--- src/rtl/rob_commit_unit_pkg.sv ---
// Shared rv32i types for the ROB retirement stage: ROB head interface, store-buffer entry,
// retirement map and commit FSM state.
package rob_commit_unit_pkg;

  localparam int NUM_ARCH_REG = 32;
  localparam int NUM_PHYS_REG = 64;
  localparam int PHYS_REG_IDX = $clog2(NUM_PHYS_REG) - 1;
  localparam int ARCH_REG_IDX = $clog2(NUM_ARCH_REG) - 1;

  localparam logic [6:0] op_b_store = 7'b0100011;
  localparam logic [6:0] op_b_br    = 7'b1100011;
  localparam logic [6:0] op_b_reg   = 7'b0110011;

  typedef logic [PHYS_REG_IDX:0] pd_t;
  typedef logic [ARCH_REG_IDX:0] rd_t;

  typedef struct packed {
    logic        ready;
    logic        exc;
    logic [31:0] pc;
    logic [31:0] inst;
    logic [6:0]  opcode;
    rd_t         rd;
    logic        dest_we;
    pd_t         pd;
    pd_t         pd_old;
    logic [31:0] rd_wdata;
    rd_t         rs1_addr;
    logic [31:0] rs1_rdata;
    rd_t         rs2_addr;
    logic [31:0] rs2_rdata;
    logic        is_branch;
    logic        br_taken;
    logic [31:0] br_target;
    logic        pred_taken;
    logic [31:0] pred_target;
    logic [7:0]  bht_idx;
    logic [31:0] mem_addr;
    logic [3:0]  mem_wmask;
    logic [31:0] mem_wdata;
  } rob_entry_t;

  typedef struct packed {
    rob_entry_t rob_entry;
    logic       is_rob_empty;
  } ROB_to_RRF_t;

  typedef struct packed {
    logic dequeue;
  } RRF_to_ROB_t;

  typedef struct packed {
    logic        valid;
    logic [31:0] addr;
    logic [3:0]  wmask;
    logic [31:0] wdata;
  } pcsb_entry_t;

  typedef enum logic [1:0] {CS_RUN, CS_FLUSH, CS_HALT} commit_state_t;

  typedef pd_t [NUM_ARCH_REG-1:0] rrat_map_t;

  typedef struct packed {
    logic       valid;
    logic [7:0] idx;
    logic       taken;
  } bp_update_t;

endpackage

--- src/rtl/rob_commit_unit_rrat.sv ---
// Retirement RAT: identity map out of reset, one write port, whole map visible every cycle.
module rob_commit_unit_rrat
  import rob_commit_unit_pkg::*;
(
  input  logic      clk,
  input  logic      rst_n,
  input  logic      we,
  input  rd_t       rd,
  input  pd_t       pd,
  output rrat_map_t map
);

  always_ff @(posedge clk) begin
    if (!rst_n) begin
      for (int i = 0; i < NUM_ARCH_REG; i++) map[i] <= pd_t'(i);
    end else if (we && rd != '0) begin
      map[rd] <= pd;
    end
  end

endmodule

--- src/rtl/rob_commit_unit.sv ---
// Retires the ROB head: RRAT update, freelist return, store push, predictor training and
// mispredict flush. Optional RVFI trace outputs when COMMIT_RVFI_EN is defined.
//
// state    | meaning
// CS_RUN   | normal commit, at most one entry per cycle
// CS_FLUSH | one cycle after a mispredict; nothing retires
// CS_HALT  | exception retired; frozen until reset
module rob_commit_unit
  import rob_commit_unit_pkg::*;
(
  input  logic                                       clk,
  input  logic                                       rst_n,
  input  ROB_to_RRF_t                                rob_head_i,
  output RRF_to_ROB_t                                rob_deq_o,
  output logic                                       free_valid_o,
  output logic [PHYS_REG_IDX:0]                      free_pd_o,
  output logic                                       pcsb_valid_o,
  output pcsb_entry_t                                pcsb_entry_o,
  input  logic                                       pcsb_ready_i,
  output logic                                       bp_upd_valid_o,
  output logic [7:0]                                 bp_upd_idx_o,
  output logic                                       bp_upd_taken_o,
  output logic                                       flush_o,
  output logic [31:0]                                flush_pc_o,
  output logic [NUM_ARCH_REG*(PHYS_REG_IDX+1)-1:0]   rrat_map_o,
`ifdef COMMIT_RVFI_EN
  output logic                                       rvfi_valid,
  output logic [63:0]                                rvfi_order,
  output logic [31:0]                                rvfi_inst,
  output logic [31:0]                                rvfi_pc_rdata,
  output logic [31:0]                                rvfi_pc_wdata,
  output logic [4:0]                                 rvfi_rd_addr,
  output logic [31:0]                                rvfi_rd_wdata,
  output logic [4:0]                                 rvfi_rs1_addr,
  output logic [31:0]                                rvfi_rs1_rdata,
  output logic [4:0]                                 rvfi_rs2_addr,
  output logic [31:0]                                rvfi_rs2_rdata,
  output logic [31:0]                                rvfi_mem_addr,
  output logic [3:0]                                 rvfi_mem_wmask,
  output logic [31:0]                                rvfi_mem_wdata,
`endif
  output logic                                       halt_o
);

  commit_state_t state;
  rob_entry_t    entry;
  bp_update_t    bp_q;
  rrat_map_t     rrat_map;
  logic          is_store, commit, mispredict, rrat_we;
  logic [31:0]   redirect_pc;

  assign entry       = rob_head_i.rob_entry;
  assign is_store    = entry.opcode == op_b_store;
  assign commit      = state == CS_RUN && !rob_head_i.is_rob_empty && entry.ready &&
                       (!is_store || pcsb_ready_i || entry.exc);
  assign mispredict  = (entry.br_taken != entry.pred_taken) ||
                       (entry.br_taken && entry.br_target != entry.pred_target);
  assign redirect_pc = entry.br_taken ? entry.br_target : entry.pc + 32'd4;
  assign rrat_we     = commit && !entry.exc && entry.dest_we && entry.rd != '0;

  assign rob_deq_o      = '{dequeue: commit};
  assign bp_upd_valid_o = bp_q.valid;
  assign bp_upd_idx_o   = bp_q.idx;
  assign bp_upd_taken_o = bp_q.taken;
  assign rrat_map_o     = rrat_map;

  rob_commit_unit_rrat u_rrat (
    .clk   (clk),
    .rst_n (rst_n),
    .we    (rrat_we),
    .rd    (entry.rd),
    .pd    (entry.pd),
    .map   (rrat_map)
  );

  always_ff @(posedge clk) begin
    if (!rst_n) begin
      state        <= CS_RUN;
      free_valid_o <= 1'b0;
      free_pd_o    <= '0;
      pcsb_valid_o <= 1'b0;
      pcsb_entry_o <= '0;
      bp_q         <= '0;
      flush_o      <= 1'b0;
      flush_pc_o   <= '0;
      halt_o       <= 1'b0;
    end else begin
      free_valid_o       <= 1'b0;
      pcsb_valid_o       <= 1'b0;
      pcsb_entry_o.valid <= 1'b0;
      bp_q.valid         <= 1'b0;
      flush_o            <= 1'b0;
      case (state)
        CS_RUN: begin
          if (commit && entry.exc) begin
            halt_o <= 1'b1;
            state  <= CS_HALT;
          end else if (commit) begin
            if (rrat_we) begin
              free_valid_o <= 1'b1;
              free_pd_o    <= entry.pd_old;
            end
            if (is_store) begin
              pcsb_valid_o <= 1'b1;
              pcsb_entry_o <= '{valid: 1'b1, addr: entry.mem_addr,
                               wmask: entry.mem_wmask, wdata: entry.mem_wdata};
            end
            if (entry.is_branch) begin
              bp_q <= '{valid: 1'b1, idx: entry.bht_idx, taken: entry.br_taken};
              if (mispredict) begin
                flush_o    <= 1'b1;
                flush_pc_o <= redirect_pc;
                state      <= CS_FLUSH;
              end
            end
          end
        end
        CS_FLUSH: state <= CS_RUN;
        CS_HALT:  state <= CS_HALT;
        default:  state <= CS_RUN;
      endcase
    end
  end

`ifdef COMMIT_RVFI_EN
  logic rd_visible;
  assign rd_visible = entry.dest_we && entry.rd != '0;

  always_ff @(posedge clk) begin
    if (!rst_n) begin
      rvfi_valid     <= 1'b0;
      rvfi_order     <= '0;
      rvfi_inst      <= '0;
      rvfi_pc_rdata  <= '0;
      rvfi_pc_wdata  <= '0;
      rvfi_rd_addr   <= '0;
      rvfi_rd_wdata  <= '0;
      rvfi_rs1_addr  <= '0;
      rvfi_rs1_rdata <= '0;
      rvfi_rs2_addr  <= '0;
      rvfi_rs2_rdata <= '0;
      rvfi_mem_addr  <= '0;
      rvfi_mem_wmask <= '0;
      rvfi_mem_wdata <= '0;
    end else begin
      rvfi_valid <= commit;
      if (commit) begin
        rvfi_order     <= rvfi_order + 64'd1;
        rvfi_inst      <= entry.inst;
        rvfi_pc_rdata  <= entry.pc;
        rvfi_pc_wdata  <= (entry.is_branch && mispredict) ? redirect_pc : entry.pc + 32'd4;
        rvfi_rd_addr   <= rd_visible ? entry.rd : 5'd0;
        rvfi_rd_wdata  <= rd_visible ? entry.rd_wdata : 32'd0;
        rvfi_rs1_addr  <= entry.rs1_addr;
        rvfi_rs1_rdata <= entry.rs1_rdata;
        rvfi_rs2_addr  <= entry.rs2_addr;
        rvfi_rs2_rdata <= entry.rs2_rdata;
        rvfi_mem_addr  <= entry.mem_addr;
        rvfi_mem_wmask <= entry.mem_wmask;
        rvfi_mem_wdata <= entry.mem_wdata;
      end
    end
  end
`endif

endmodule

--- config.mk ---
export PLATFORM = sky130hd
export DESIGN_NAME = rob_commit_unit
export DESIGN_NICKNAME = d
export VERILOG_FILES = /design/src/rtl/rob_commit_unit_pkg.sv /design/src/rtl/rob_commit_unit_rrat.sv /design/src/rtl/rob_commit_unit.sv
export SDC_FILE = /design/constraint.sdc
export NUM_CORES = 1
export LEC_CHECK = 0
export BUFFER_PORTS_ARGS = -buffer_cell sky130_fd_sc_hd__clkbuf_2
export CAP_MARGIN = 20
export CORE_AREA = 3 3 255 257
export DETAILED_ROUTE_END_ITERATION = 10
export DIE_AREA = 0 0 258 260
export GPL_TIMING_DRIVEN = 0
export SYNTH_ARGS = -nofsm -noshare
export SYNTH_HDL_FRONTEND = slang
export SYNTH_SLANG_ARGS = --single-unit
--- constraint.sdc ---
create_clock -name clk -period 2.6 [get_ports clk]
set_clock_uncertainty 0.15 [all_clocks]
set_input_delay 0.52 -clock clk [delete_from_list [all_inputs] [get_ports clk]]
set_output_delay 0.52 -clock clk [all_outputs]
set_load 0.02 [all_outputs]
* Yosys cells after proc, flatten, opt, wreduce, memory -nomap -nowiden
Cells that the tools add are included.
** Operators by class
- Add/subtract/negate cells :: 1
- Magnitude comparators :: 2
- Equality and inequality tests :: 7
- Multiplexer cells :: 14
- Bitwise operators :: 5
- Reductions and logical operators :: 26
** Operators by type and width (count)
- 192-bit bitwise mux :: 1
- 69-bit two-way mux :: 1
- 32-bit by 3-bit adder with 32-bit output (second input constant) :: 1
- 32-bit two-way mux :: 1
- 32-bit != test :: 1
- 6-bit demux with 5-bit select :: 1
- 4-bit AND reduction :: 3
- 1-bit logical AND :: 10
- 10-bit two-way mux :: 1
- 3-bit by 2-bit != test with 1-bit output (second input constant) :: 3
- 2-bit two-way mux :: 4
- 7-bit by 6-bit equality test with 1-bit output (second input constant) :: 1
- 5-bit by 6-bit less-than comparator with 1-bit output (second input constant) :: 1
- 6-bit two-way mux :: 1
- 5-bit by 1-bit greater-or-equal comparator with 1-bit output (second input constant) :: 1
- 1-bit inverter :: 5
- 5-bit AND reduction :: 1
- 5-bit nonzero test :: 1
- 5-bit OR reduction :: 1
- 2-bit case mux with 2 select lines :: 1
- 4-bit OR reduction :: 1
- 1-bit zero test :: 3
- 1-bit logical OR :: 3
- 1-bit two-way mux :: 3
- 5 further kinds :: 5
** Storage, ports and cells
- Register bits :: 315

* Longest topological paths before layout
Gate-level depths: netlist of run 1.
- Word-level depth :: 9
- Mapped depth :: 10
- Gate-level depth less buffers :: 7

* Modules after synthesis
From an unflattened synthesis of run 1, not the netlist that was laid out.
** Unflattened totals
- Cell total of the unflattened synthesis :: 1359
- Area, all modules :: 12912.4 um^2
** Modules (own cells, without submodules)
- rob_commit_unit_rrat :: instances 1, cells each 678, area an instance 7317.0 um^2
- rob_commit_unit :: instances 1, cells each 681, area an instance 5595.4 um^2

* Worst setup path before layout of run 1
No wires, ideal clock.
- Kind :: input-to-reg
- From :: input port rob_head_i[270] (netlist name)
- To :: register pcsb_entry_o[58] (netlist name)
- Data arrival time :: 2.420 ns
- Path slack :: -0.097 ns
- Stages on the path :: 10
- Path buffers :: 4
- Path through :: or4b_1 > or3_1 > buf_2 > o21ai_2 > or4_1 > buf_4 > buf_8 > buf_8 > mux2i_1 > nor2_1
** On the way
- Word-level cells in the longest chain between the ends :: 8
** RTL lines
- start, declared :: line rob_commit_unit.sv:13 : input ROB_to_RRF_t rob_head_i,
- 7-bit by 6-bit equality test with 1-bit output (*) :: line rob_commit_unit.sv:53 : assign is_store = entry.opcode == op_b_store;
- 1-bit zero test :: line rob_commit_unit.sv:55 : (!is_store || pcsb_ready_i || entry.exc);
- 1-bit logical OR (2 in series) :: line rob_commit_unit.sv:55
- 1-bit logical AND :: line rob_commit_unit.sv:54 : assign commit = state == CS_RUN && !rob_head_i.is_rob_empty && entry.ready &&
- 1-bit logical AND :: line rob_commit_unit.sv:95 : if (commit && entry.exc) begin
- 1-bit inverter (no line)
- 4-bit AND reduction (no line) (*)
- end signal, assigned :: line rob_commit_unit.sv:105 : pcsb_entry_o <= '{valid: 1'b1, addr: entry.mem_addr,
- end, declared :: line rob_commit_unit.sv:18 : output pcsb_entry_t pcsb_entry_o,
Mark *: on every way between the ends. The rest lies on a longest branch, timed or not.
A chain may end at the register's enable or synchronous reset.

* Worst setup path in the final report of run 1
- From :: input port rob_head_i[274] (netlist name)
- To :: output port rob_deq_o
** On the way
- Word-level cells in the longest chain between the ends :: 5
** RTL lines
- 7-bit by 6-bit equality test with 1-bit output :: line rob_commit_unit.sv:53
- 1-bit zero test :: line rob_commit_unit.sv:55
- 1-bit logical OR (2 in series) :: line rob_commit_unit.sv:55
- 1-bit logical AND :: line rob_commit_unit.sv:54
- end, declared :: line rob_commit_unit.sv:14 : output RRF_to_ROB_t rob_deq_o,
No other way between the ends.

==> results of run 1 <==
[how the worst max path moves through the flow]
stage	from	to	slack, ns	depth (start not counted)
after floorplan	rob_head_i[270]	pcsb_entry_o[58]$_SDFFE_PN0P_	-0.08	10
after global placement	rob_head_i[0]	u_rrat.map[149]$_SDFFE_PN0P_	-1.08	8
after detailed placement	rob_head_i[0]	u_rrat.map[147]$_SDFFE_PN1P_	-1.08	8
after CTS	rob_head_i[270]	rob_deq_o	-0.05	7
after global routing	rob_head_i[274]	rob_deq_o	-0.05	6
final	rob_head_i[274]	rob_deq_o	0.006	6
[metal layers]
metal / vias up / global-route usage [%] / routed length (microns)
met2: 502 / 25.4 / 24800
met3: 93 / 5.10 / 4940
met4: 18 / 4.85 / 1530
li1: 5502 / - / -
met1: 5419 / 20.5 / 24000
met5: - / 0 / 133
[cell usage in the layout, fill, tap and decap left out, types with 19 or more instances in the layout]
| master | synthesis | final |
|---|---|---|
| clkbuf_16 | 0 | 38 |
| o21ai_0 | 28 | 28 |
| nor2_4 | 0 | 31 |
| clkbuf_2 | 0 | 517 |
| mux2i_1 | 279 | 279 |
| nand2_1 | 113 | 113 |
| xor2_1 | 43 | 43 |
| clkbuf_1 | 55 | 57 |
| nor2_1 | 207 | 207 |
| dfxtp_1 | 314 | 314 |
| buf_1 | 19 | 19 |
[power groups by stage]
stage | combinational [uW] | clock [uW] | sequential, uW
after floorplan | 289 | 0 | 4980
after global placement | 753 | 0 | 4950
after detailed placement | 767 | 0 | 4950
after CTS | 789 | 5420 | 4850
after global routing | 848 | 5600 | 4850
final | 790 | 5260 | 4850
[through the flow]
| step | setup WS, ns | setup TNS [ns] |
|---|---|---|
| 5_1_grt | -0.0451 | -0.0451 |
| 4_1_cts | -0.0514 | -0.0514 |
| 3_3_place_gp | -1.08 | -187.68 |
| 3_5_place_dp | -1.08 | -174.29 |
| 2_1_floorplan | -0.0835 | -0.836 |
| 6_report | 0.00633 | 0 |
[timing repair]
item	4_1_cts	5_1_grt
pin swaps	12	4
setup buffers	10	1
gates resized for setup	45	9
endpoints found under the setup margin	219	49
[cells by family after synthesis]
kind of cell             Yosys count  share of synthesized area (%)
multiplexers                     279                           22.1
adder cells (fa/ha/maj)            1                         0.0990
AND/OR/NAND/NOR                  436                           15.6
buffers and inverters             95                           3.34
AO/OA/AOI/OAI                     92                           5.11
XOR/XNOR                          58                           4.02
flip-flops                       314                           49.7
[layout make-up]
cell class	count	area share [%]
Antenna cell	1	0.0139
Tap cell	846	5.86
Clock inverter	15	1.02
Clock buffer	50	5.85
Timing Repair Buffer	530	15.7
Sequential cell	314	34.8
Buffer	89	2.34
Inverter	4	0.0832
Multi-Input combinational cell	866	34.3
[Yosys cell counts (all sizes together), types with 2 or more instances]
cell type	instances
dfxtp	314
mux2i	279
nor2	238
nand2	113
clkbuf	55
xor2	43
buf	36
o21ai	31
a21oi	17
nand3	15
nand4	15
xnor2	15
nor4	12
and2	9
o211ai	8
a2111o	7
o41ai	7
and3	6
o2111ai	6
a211oi	4
nand3b	4
nor3	4
or3	4
or4	4
a21o	3
and4	3
inv	3
nand2b	2
nand4b	2
o211a	2
o21a	2
o21bai	2
[sequential cells by signal, indices dropped and copies added, names as in the netlist]
| signal | count |
|---|---|
| bp_upd_idx_o | 8 |
| halt_o | 1 |
| pcsb_valid_o | 1 |
| flush_pc_o | 32 |
| flush_o | 1 |
| bp_upd_valid_o | 1 |
| free_pd_o | 6 |
| free_valid_o | 1 |
| state | 2 |
| pcsb_entry_o | 68 |
| bp_upd_taken_o | 1 |
| u_rrat.map | 192 |
[worst min-delay path: stages]
cell	delay [ns]
clkbuf_2	0.07
mux2i_1	0.05
nor2_1	0.07
==> results.py, run 1 <==
metrics = {
    "global_routing": {
        "grt_max_degree": 13,
        "grt_pass1_wl_mm": 79.2,
        "antenna_found_initial": 10,
        "overflow": 0,
        "grt_pass1_vias": 11454,
        "grt_usage_pct": 15.9,
    },
    "layout": {
        "seq_area_sq_um": 6290,
        "drive_gt1_share_pct": 35.4,
        "nets": 2188,
        "fin_util_pct": 28.7,
        "fin_area_sq_um": 18100,
        "num-fill-cells": 6766,
        "final_cells": 2715,
        "multi_input_area_sq_um": 6190,
        "area_growth_pct": 42.9,
    },
    "power": {
        "clock_power_share_pct": 48.3,
        "switching_power_uw": 2720,
        "p_per_area_nw_per_um2": 604,
        "p_leak_uw": 0.00775,
        "finalPower_uw": 10900,
        "switching_share_pct": 25.0,
        "peakVddDrop_v": 0.000323,
        "intPower_uw": 8180,
        "p_comb_share_pct": 7.2,
        "seq_power_share_pct": 44.5,
    },
    "floorplan": {
        "start_util_pct": 20.1,
        "num_io_pins": 658,
        "dieWidth_microns": 258,
        "die_h_microns": 260,
        "die-area_sq_um": 67100,
        "row_count": 92,
        "core-area_sq_um": 63000,
    },
    "hold_path": {
        "min_to": "pcsb_entry_o[17]$_SDFFE_PN0P_",
        "hold_class": "in2reg",
        "holdPathStages": 3,
        "min_from": "rob_head_i[18]",
    },
    "critical_path": {
        "cp_slowest_cell": "or4b_4",
        "crit_required_ns": 1.93,
        "crit_buf_inv": 3,
        "reg2reg_depth": 8,
        "cp_cell_sequence": "clkbuf_2 > or4b_4 > or3_4 > o21ai_4 > inv_2 > buf_8",
        "cp-end-kind": "output pin",
        "cp-start-kind": "input pin",
        "arrival_ns": 1.92,
        "worstPathMaxFanout": 3,
        "ff2ff_setup_slack_ns": 0.13,
        "timing.rr.end": "u_rrat.map[107]$_SDFFE_PN0P_",
        "crit_family": "simple AND/OR/NAND/NOR gates",
        "path_class": "in2out",
        "reg2reg_from": "state[0]$_SDFFE_PN0P_",
        "critical-path-max-stage-delay_ns": 0.54,
    },
    "logic_synthesis": {
        "yosys_warnings": 0,
        "ys.flop_type": "dfxtp_1",
        "ys_types": 52,
        "synth_edf_count": 0,
        "synth_area_sq_um": 12600,
        "ys_ff_latch": 314,
        "synth_cells": 1275,
        "syn-num-nets": 1620,
        "async_flop_share_pct": 0,
        "synth_top_area_cell": "dfxtp_1",
        "synth_seq_area_share_pct": 49.7,
        "synth_area_leaders": "dfxtp_1 (50%), mux2i_1 (22%), nor2_1 (6.1%), nand2_1 (3.4%), xor2_1 (3.0%)",
        "syn_area_per_cell_sq_um": 9.91,
        "yosysTopAreaCellShare_pct": 49.7,
    },
    "routing": {
        "vias": 11534,
        "drtPass1Iterations": 5,
        "wirelength_mm": 55.5,
        "viasPerCell": 4.25,
        "drtAntennaViolNets": 0,
        "drt-initial-drc-count": 701,
        "wl_per_cell_microns": 20.4,
        "drcViolationCount": 0,
    },
    "clock_tree": {
        "h-tree-depth": 2,
        "cts_tree": "built",
        "cts_buffer_depth": 3,
        "cts_root_buf": "clkbuf_16",
        "cts_sinks": 314,
        "cts_buffers": 38,
        "clk_pin_slew_worst_paths_ns": 0.06,
        "clkLatencyLatePin_ns": 0.55,
        "cts_hold_buf": 0,
    },
    "sta": {
        "hold_violations": 0,
        "setup_viol": 0,
        "drv_slew": 0,
        "period_share_pct": 99.8,
        "worst_hold_slack_ns": 0.0545,
        "rsz0062_at_grt": "yes",
        "period_minus_slack_ns": 2.59,
        "worstMarginPinSlew_ns": 0.997,
        "max_freq_ghz": 0.386,
        "maxSlewHeadroom_pct": 33.5,
    },
    "run": {
        "cap_viol_max_count": 0,
    },
    "place": {
        "placed_cell_area_sq_um": 16400,
        "gp_congestion": 0.936,
        "numPortBuffers": 515,
        "dp_cells": 2640,
        "hpwl_mm": 44.7,
    },
    "outcome": {
        "outcome": "finished clean",
    },
}
No activity file was read; power rests on OpenSTA's default activity.
==> run 2, diff against run 1 <==
CORE_AREA = 3 3 252 254   (was 3 3 255 257)
CTS_BUF_LIST = sky130_fd_sc_hd__clkbuf_4 sky130_fd_sc_hd__clkbuf_8   (was not set)
DIE_AREA = 0 0 255 257   (was 0 0 258 260)
==> results.py, run 2 (synthesis gave the netlist of run 1 again) <==
metrics = {
    "critical_path": {
        "crit_start": "rob_head_i[274]",
        "cp_num_cells": 6,
        "crit_family": "simple AND/OR/NAND/NOR gates",
        "cp-start-kind": "input pin",
        "ff2ff_setup_slack_ns": 0.13,
        "crit_buf_inv": 3,
        "path_class": "in2out",
        "timing.rr.end": "pcsb_entry_o[60]$_SDFFE_PN0P_",
        "reg2reg_from": "state[0]$_SDFFE_PN0P_",
        "cp_cell_sequence": "clkbuf_2 > or4b_4 > or3_4 > o21ai_4 > inv_2 > buf_8",
        "critical-path-max-stage-delay_ns": 0.53,
        "cp_slowest_cell": "or4b_4",
        "arrival_ns": 1.96,
        "reg2reg_depth": 9,
        "cp-end-kind": "output pin",
        "crit_required_ns": 1.93,
        "worstPathMaxFanout": 2,
        "crit_path_end": "rob_deq_o",
    },
    "floorplan": {
        "start_util_pct": 20.6,
        "die_h_microns": 257,
        "die-area_sq_um": 65500,
        "core-area_sq_um": 61500,
        "dieWidth_microns": 255,
        "row_count": 91,
        "num_io_pins": 658,
    },
    "layout": {
        "top_register": "u_rrat.map",
        "largest_registers": "u_rrat.map x192, pcsb_entry_o x68, flush_pc_o x32",
        "final_common_cell": "clkbuf_2",
        "area_growth_pct": 48.2,
        "drive_gt1_share_pct": 34.9,
        "nets": 2292,
        "num-fill-cells": 6396,
        "multi_input_area_sq_um": 6160,
        "layout_common_cells": "clkbuf_2 (517), dfxtp_1 (313), mux2i_1 (278), nor2_1 (207), nand2_1 (113)",
        "seq_area_sq_um": 6290,
        "largest_reg_flops": 192,
    },
    "routing": {
        "drcViolationCount": 0,
        "drtPass1Iterations": 7,
        "wl_per_cell_microns": 20.9,
        "wirelength_mm": 57.9,
        "viasPerCell": 4.40,
        "drt-initial-drc-count": 611,
        "drtAntennaViolNets": 0,
        "vias": 12180,
    },
    "global_routing": {
        "antenna_found_initial": 6,
        "overflow": 0,
        "grt_usage_pct": 16.8,
        "grt_pass1_vias": 12409,
        "grt_pass1_wl_mm": 81.3,
        "grt_max_degree": 18,
    },
    "clock_tree": {
        "cts_root_buf": "clkbuf_8",
        "clk_pin_slew_worst_paths_ns": 0.06,
        "cts_tree": "built",
        "clkLatencyLatePin_ns": 0.62,
        "cts_buffers": 54,
        "cts_buffer_depth": 3,
        "cts_sinks": 314,
        "h-tree-depth": 2,
    },
    "sta": {
        "worstMarginPinSlew_ns": 1.03,
        "tns_ns": -0.0253,
        "setup_viol": 1,
        "period_minus_slack_ns": 2.63,
        "max_freq_ghz": 0.381,
        "rsz0062_at_grt": "yes",
        "period_share_pct": 101,
        "hold_violations": 0,
        "drv_slew": 0,
        "setup_slack_ns": -0.0253,
        "maxSlewHeadroom_pct": 31.5,
    },
    "place": {
        "hpwl_mm": 45.2,
        "numPortBuffers": 515,
        "gp_congestion": 0.967,
    },
    "outcome": {
        "outcome": "complete, but fails checks",
        "violations": "negative setup slack",
    },
    "power": {
        "p_leak_uw": 0.00808,
        "peakVddDrop_v": 0.000384,
        "finalPower_uw": 10500,
        "p_per_area_nw_per_um2": 559,
    },
    "hold_path": {
        "holdPathStages": 3,
        "hold_class": "in2reg",
    },
    "run": {
        "cap_viol_max_count": 0,
    },
}
-- run 2: cell types whose count changed in the layout (fill, tap and decap cells not counted), moves of 4 or more --
cell	previous run	this run
clkbuf_4	0	15
dlygate4sd3_1	0	86
clkbuf_1	57	51
clkbuf_8	6	65
clkinv_2	7	1
clkbuf_16	38	0
buf_4	12	16
-- run 2: power breakdown --
group	leakage, uW	internal (uW)	switching, uW
registers	0.00253	4840	14.3
logic	0.00495	342	553
clock network	0.000592	2670	2060
total	0.00808	7850	2620
-- run 2: stage by stage --
stage | instances | utilization (%) | instance area [sq um] | worst slack, ns | hold WS (ns)
6_report | 2770 | 30.5 | 18700 | -0.0253 | 0.0747
3_3_place_gp | 2580 | 26.4 | 16300 | -0.984 | 0.293
2_1_floorplan | 1275 | - | 12700 | -0.0835 | 0.288
5_1_grt | 2770 | 30.5 | 18700 | -0.0492 | 0.0181
3_5_place_dp | 2582 | 26.5 | 16300 | -1.06 | 0.299
4_1_cts | 2769 | 30.4 | 18700 | -0.0404 | 0.00490
-- run 2: how the worst min path moves through the flow --
stage               slack [ns]                     endpoint                        start
finish                    0.07  u_rrat.map[71]$_SDFFE_PN0P_              rob_head_i[261]
global route              0.02  u_rrat.map[71]$_SDFFE_PN0P_              rob_head_i[261]
CTS                      0.005  u_rrat.map[71]$_SDFFE_PN0P_              rob_head_i[261]
detailed placement        0.30  flush_pc_o[10]$_SDFFE_PN0P_  flush_pc_o[10]$_SDFFE_PN0P_
global placement          0.29  flush_pc_o[17]$_SDFFE_PN0P_  flush_pc_o[17]$_SDFFE_PN0P_
floorplan                 0.29        state[1]$_SDFFE_PN0P_        state[0]$_SDFFE_PN0P_
-- run 2: layer usage --
| metal | vias to the layer above | GRT usage (%) | share of wire, % |
|---|---|---|---|
| met5 | - | 0 | 0.036 |
| met4 | 4 | 6.81 | 3.9 |
| met3 | 119 | 4.96 | 8.3 |
| met2 | 564 | 26.7 | 44 |
| met1 | 5792 | 21.4 | 44 |
| li1 | 5701 | - | - |
-- run 2: what timing repair did --
item / 4_1_cts / 5_1_grt
resized for setup: 44 / 7
endpoints found under the hold margin: 86 / 0
endpoints found under the setup margin: 187 / 113
hold buffers: 86 / 0
buffers inserted: 15 / 0
gates cloned: 0 / 0
pin swaps: 15 / 3
-- run 2: area by class of cell --
class                   count  share of cell area, %
flip-flops and latches    314                   33.6
plain buffers              89                   2.26
clock buffers              80                   5.38
diodes                      2                 0.0267
inverters                   4                 0.0802
repair buffers            618                   19.8
multi-input cells         866                   32.9
well taps                 790                   5.28
clock inverters             7                  0.668
-- run 2: tightest hold or removal path, stage by stage --
cell,delay (ns)
clkbuf_2,0.15
mux2i_1,0.09
nor2_1,0.07
